## src/rtl/stopwatch_pkg.sv

```systemverilog
// Shared types and constants for the MM:SS stopwatch core.
// Digit widths, wrap limits, FSM states and blink encodings live here.
package stopwatch_pkg;

    localparam int TEN_W       = 3;
    localparam int ONE_W       = 4;
    localparam int DEF_MAX_TEN = 5;
    localparam int DEF_MAX_ONE = 9;

    typedef enum logic [1:0] {
        ST_RUN    = 2'd0,
        ST_PAUSED = 2'd1,
        ST_ADJUST = 2'd2
    } state_e;

    localparam logic [1:0] BLINK_NONE = 2'b00;
    localparam logic [1:0] BLINK_SEC  = 2'b01;
    localparam logic [1:0] BLINK_MIN  = 2'b10;

endpackage

```

## src/rtl/bcd_mod60_counter.sv

```systemverilog
// Two-digit BCD counter 00..(MAX_TEN)(MAX_ONE); carryOut flags the increment that wraps to 00.
// Clear has priority over increment; both are synchronous.
module bcd_mod60_counter
    import stopwatch_pkg::*;
#(
    parameter int MAX_TEN = DEF_MAX_TEN,
    parameter int MAX_ONE = DEF_MAX_ONE
) (
    input  logic             clkDis,
    input  logic             rstN,
    input  logic             clr,
    input  logic             inc,
    output logic [TEN_W-1:0] tens,
    output logic [ONE_W-1:0] ones,
    output logic             carryOut
);

    localparam logic [TEN_W-1:0] TEN_TOP = TEN_W'(MAX_TEN);
    localparam logic [ONE_W-1:0] ONE_TOP = ONE_W'(MAX_ONE);

    logic [TEN_W-1:0] tens_q, tens_d;
    logic [ONE_W-1:0] ones_q, ones_d;

    always_comb begin
        tens_d = tens_q;
        ones_d = ones_q;
        if (clr) begin
            tens_d = '0;
            ones_d = '0;
        end else if (inc) begin
            if (ones_q == ONE_TOP) begin
                ones_d = '0;
                tens_d = (tens_q == TEN_TOP) ? '0 : tens_q + 1'b1;
            end else begin
                ones_d = ones_q + 1'b1;
            end
        end
    end

    always_ff @(posedge clkDis) begin
        if (!rstN) begin
            tens_q <= '0;
            ones_q <= '0;
        end else begin
            tens_q <= tens_d;
            ones_q <= ones_d;
        end
    end

    // Suppressed by clear so a clear never ripples an increment into the next field.
    assign carryOut = inc && !clr && (ones_q == ONE_TOP) && (tens_q == TEN_TOP);
    assign tens     = tens_q;
    assign ones     = ones_q;

endmodule

```

## src/rtl/stopwatch_counter.sv

```systemverilog
// Stopwatch time-keeping core: RUN/PAUSED/ADJUST FSM, switch synchronizers and
// increment steering into two mod-60 BCD counters (seconds, minutes).
module stopwatch_counter
    import stopwatch_pkg::*;
#(
    parameter int MAX_TEN = DEF_MAX_TEN,
    parameter int MAX_ONE = DEF_MAX_ONE
) (
    input  logic             clkDis,
    input  logic             rstN,
    input  logic             clear,
    input  logic             pause,
    input  logic             tick1Hz,
    input  logic             tick2Hz,
    input  logic             adjSw,
    input  logic             selSw,
    output logic [TEN_W-1:0] m10,
    output logic [ONE_W-1:0] m1,
    output logic [TEN_W-1:0] s10,
    output logic [ONE_W-1:0] s1,
    output logic [1:0]       blinkSel
);

    logic   adj_meta_q, adj_q;
    logic   sel_meta_q, sel_q;
    state_e state_q, state_d;
    logic [1:0] blink_q, blink_d;

    logic sec_inc, min_inc, sec_carry, min_carry_unused;

    always_ff @(posedge clkDis) begin
        if (!rstN) begin
            adj_meta_q <= 1'b0;
            adj_q      <= 1'b0;
            sel_meta_q <= 1'b0;
            sel_q      <= 1'b0;
        end else begin
            adj_meta_q <= adjSw;
            adj_q      <= adj_meta_q;
            sel_meta_q <= selSw;
            sel_q      <= sel_meta_q;
        end
    end

    // Adjust dominates from any state; otherwise the pause level picks RUN/PAUSED.
    always_comb begin
        state_d = adj_q ? ST_ADJUST : (pause ? ST_PAUSED : ST_RUN);
        blink_d = BLINK_NONE;
        if (state_d == ST_ADJUST) begin
            blink_d = sel_q ? BLINK_SEC : BLINK_MIN;
        end
    end

    always_ff @(posedge clkDis) begin
        if (!rstN) begin
            state_q <= ST_RUN;
            blink_q <= BLINK_NONE;
        end else begin
            state_q <= state_d;
            blink_q <= blink_d;
        end
    end

    // The live pause level gates the 1 Hz tick so a tick coinciding with pause is dropped.
    always_comb begin
        sec_inc = 1'b0;
        min_inc = 1'b0;
        case (state_q)
            ST_RUN: begin
                sec_inc = tick1Hz && !pause;
                min_inc = sec_carry;
            end
            ST_ADJUST: begin
                sec_inc = tick2Hz && sel_q;
                min_inc = tick2Hz && !sel_q;
            end
            default: begin
                sec_inc = 1'b0;
                min_inc = 1'b0;
            end
        endcase
    end

    bcd_mod60_counter #(
        .MAX_TEN (MAX_TEN),
        .MAX_ONE (MAX_ONE)
    ) u_sec (
        .clkDis   (clkDis),
        .rstN     (rstN),
        .clr      (clear),
        .inc      (sec_inc),
        .tens     (s10),
        .ones     (s1),
        .carryOut (sec_carry)
    );

    bcd_mod60_counter #(
        .MAX_TEN (MAX_TEN),
        .MAX_ONE (MAX_ONE)
    ) u_min (
        .clkDis   (clkDis),
        .rstN     (rstN),
        .clr      (clear),
        .inc      (min_inc),
        .tens     (m10),
        .ones     (m1),
        .carryOut (min_carry_unused)
    );

    assign blinkSel = blink_q;

endmodule

```

## config.mk

```make
export PLATFORM = sky130hd
export DESIGN_NAME = stopwatch_counter
export DESIGN_NICKNAME = d
export VERILOG_FILES = /design/src/rtl/stopwatch_pkg.sv /design/src/rtl/bcd_mod60_counter.sv /design/src/rtl/stopwatch_counter.sv
export SDC_FILE = /design/constraint.sdc
export NUM_CORES = 1
export LEC_CHECK = 0
export CAP_MARGIN = 40
export CORE_ASPECT_RATIO = 1.1
export CORE_MARGIN = 10
export CORE_UTILIZATION = 33
export DETAILED_ROUTE_END_ITERATION = 6
export PLACE_DENSITY = 0.7
export SYNTH_ARGS = -nofsm -noshare
export SYNTH_HDL_FRONTEND = slang
export SYNTH_SLANG_ARGS = --single-unit
```

## constraint.sdc

```tcl
create_clock -name clkDis -period 1.5 [get_ports clkDis]
set_input_delay 0.3 -clock clkDis [delete_from_list [all_inputs] [get_ports clkDis]]
set_output_delay 0.3 -clock clkDis [all_outputs]
set_load 0.05 [all_outputs]
```

==> metrics.log <==
INFO  metric slowest_delay = 400 ps
INFO  metric post-route-drc-count = 0
INFO  metric critPathMaxFanout = 5
INFO  metric clock_path_buffers = 2
INFO  metric antennaDiodeCount = 0
INFO  metric synth.lib_cells_used.distinct = 31
INFO  metric setup.worst_path.class = reg -> reg
INFO  metric cts-htree-levels = 1
INFO  metric tightest_slew = 282 ps
INFO  metric post_drt_wl_per_cell = 13.5 um
INFO  metric fmaxAchievable = 0.638 GHz
INFO  metric dp_worst_setup_slack = -489 ps
INFO  metric top_signal_layer_used = met4
INFO  metric total_leakage_power = 0.588 nW
INFO  metric placeableCoreArea = 2730 um^2
INFO  metric clock-sinks = 22
INFO  metric finalCriticalPeriod = 1570 ps
INFO  metric ant_nets = 0
INFO  metric area_growth_syn_to_layout = 72.0%
INFO  metric number_of_buffers_added_by_the_clock_tree_synthesis_step = 3
INFO  metric synth_warnings = 0
INFO  metric totalPowerFinal = 0.959 mW
INFO  metric wire_length_of_the_first_global_routing_pass = 4010 um
INFO  metric holdCritPathClass = in -> reg
INFO  metric io_pins = 24
INFO  metric relSlewSlack = 81.2%
INFO  metric fin_setup_tns = -162 ps
INFO  metric critPathRequiredTime = 1730 ps
INFO  metric critical_path.n_buffers_inverters = 0
INFO  metric yosys-top-cells-area = sky130_fd_sc_hd__dfxtp_1 (47%), sky130_fd_sc_hd__and4bb_2 (4.0%), sky130_fd_sc_hd__a21oi_1 (3.8%)
INFO  metric viasPerCell = 4.94
INFO  metric netlist_area = 930 um^2
INFO  metric violated_checks = setup timing
INFO  metric initial_cell_density_of_the_core = 34.1%
INFO  metric dpl.hpwl = 1880 um
INFO  metric width_of_the_chip = 70.6 um
INFO  metric post-route-worst-setup-slack = -67.6 ps
INFO  metric nets = 152
INFO  metric period_share = 105%
INFO  metric ir_drop = 0.000469 V
INFO  metric cts_tree = done
INFO  metric dr_total_vias = 870
INFO  metric cts-root-buf = sky130_fd_sc_hd__clkbuf_4
INFO  metric leftover_overflow_at_the_end_of_global_routing = 0
INFO  metric gpl.final_weighted_congestion = 0.815
INFO  metric start_kind = flop
INFO  metric slew_viol_final = 0
INFO  metric flip_flop_and_latch_count_after_synthesis = 22
INFO  metric finalClockSkew = 4.41 ps
INFO  metric io_buffer_count = 23
INFO  metric route.met2.wl = 1240 um
INFO  metric synthDominantCellAreaShare = 47.4%
INFO  metric cp_data_arrival_time = 1800 ps
INFO  metric dieHeight = 75.7 um
INFO  metric avgSynthCellArea = 9.39 um^2
INFO  metric run_status = complete, but fails checks
INFO  metric clk_latency = 310 ps
INFO  metric grt_setup_unrepaired = true
INFO  metric grt_start_max_net_pins = 13
INFO  metric cp_cell_sequence = nor4b_4 -> o21ai_2 -> o21a_4 -> or4_1 -> o31ai_1
INFO  metric detail_route.first_pass.iterations = 4
INFO  metric rrSetupSlack = -70 ps
INFO  metric syn-instance-count = 99
INFO  metric placement_rows = 20
INFO  metric cp-end-kind = flop
INFO  metric antenna_violations_before_repair = 0
INFO  metric met3_length = 152 um
INFO  metric p_per_area = 600 nW/um^2
INFO  metric drt_first_iter_violations = 17
INFO  metric crit_slowest_cell = sky130_fd_sc_hd__or4_1
INFO  metric critical-path-top-delay-family = simple AND/OR/NAND/NOR gates
INFO  metric final_layout_size_suffix_gt1_share = 44.1%
INFO  metric holdBufCountCts = 0
INFO  metric hold_viol_final = 0
INFO  metric drt_total_wl = 2370 um
INFO  metric vias_in_the_first_global_route = 891
INFO  metric maxCapViolations = 0
INFO  metric grt.total_usage = 9.25%
INFO  metric syn-num-nets = 107
INFO  metric die_area = 5340 um^2
INFO  metric wirelength_met1 = 910 um
INFO  metric seq_area_frac_synth = 47.4%
INFO  metric setup_viol_count_final = 7
INFO  metric register_clock_pin_slew_on_the_reported_worst_setup_and_hold_paths = 120 ps
INFO  metric synth.largest_area_cell = sky130_fd_sc_hd__dfxtp_1
-- final cells by class --
cell class,instances,area [um^2]
multi-input cells,71,509
flip-flops and latches,22,474
inverters,4,15.0
clock buffers,4,26.3
repair buffers,42,533
fillers,222,1130
well taps,33,41.3
-- worst paths after layout --
check | start | cells after the start | end
worst max-delay path | state_q[0] | 5 | u_min.ones[1]
worst min-delay path | pause | 2 | state_q[0]
worst max register to register | state_q[0] | 5 | u_min.ones[1]
worst min register to register | sel_meta_q | 1 | sel_q
-- repair_timing --
| action | in CTS | in global routing |
|---|---|---|
| pin swaps | 9 | 5 |
| endpoints found under the hold margin | 0 | 0 |
| gates resized for setup | 10 | 5 |
| buffers inserted | 0 | 0 |
| setup endpoints to repair | 11 | 11 |
-- kinds of logic (layout without fill, tap and decap cells) --
group           count (synthesis)  after routing  share of synthesized area [%]
compound gates                 21             21                           15.2
flops                          22             22                           47.4
buf+inv                         6             50                           2.56
xor+xnor                        3              3                           2.83
simple gates                   47             47                           32.0
-- stage by stage --
step	hold WS [ps]	cell area, um^2	cells	utilization (%)
finish	430	1600	176	58.6
global placement	420	1530	172	56.1
CTS	420	1580	176	57.8
global route	437	1600	176	58.6
detailed placement	427	1530	172	56.1
floorplan	412	963	99	-
-- state kept, by name, summed over array words and instances (netlist names) --
| register | count |
|---|---|
| adj_q | 1 |
| u_sec.tens | 3 |
| u_sec.ones | 4 |
| adj_meta_q | 1 |
| blinkSel | 2 |
| state_q | 2 |
| sel_meta_q | 1 |
| u_min.tens | 3 |
| sel_q | 1 |
| u_min.ones | 4 |
-- metal layers --
| layer | track usage, % | vias up |
|---|---|---|
| met4 | 5.16 | 0 |
| met5 | 0 | - |
| met2 | 17.4 | 21 |
| li1 | - | 443 |
| met1 | 8.67 | 399 |
| met3 | 3.39 | 7 |
-- cell usage in the layout (no fill, tap or decap), drive strengths merged, types with 2 or more instances in the layout --
cell,netlist,final
dlygate4sd2,0,3
and4bb,3,3
o21ai,4,4
nand2,9,9
o31ai,3,3
a21oi,7,7
clkbuf,1,4
nor2b,4,4
dfxtp,22,22
o32ai,2,2
o211ai,2,2
a31oi,2,2
clkdlybuf4s50,0,4
buf,1,35
inv,4,4
or3,5,5
nand3,3,3
nor3,3,3
xor2,2,2
nor2,6,6
and2,5,5
-- Yosys cell counts, drive strengths merged --
cell type and instances:
nand3b 1, clkbuf 1, o32ai 2, o21a 1, nor2 6, and4b 1, and3b 1, or2 1
and4bb 3, and3 1, or3 5, nand3 3, or4 1, nor3 3, dfxtp 22, o211ai 2
xor2 2, or3b 1, and2 5, nor4b 1, a21oi 7, buf 1, a31oi 2, inv 4
nand2 9, xnor2 1, nand2b 1, nor2b 4, o31ai 3, o21ai 4
-- where the power goes --
part	total [mW]	switching [mW]	internal [mW]
logic	0.0890	0.0384	0.0506
registers	0.588	0.00696	0.581
clock network	0.282	0.178	0.104
Power figures use the tool's default switching activity.
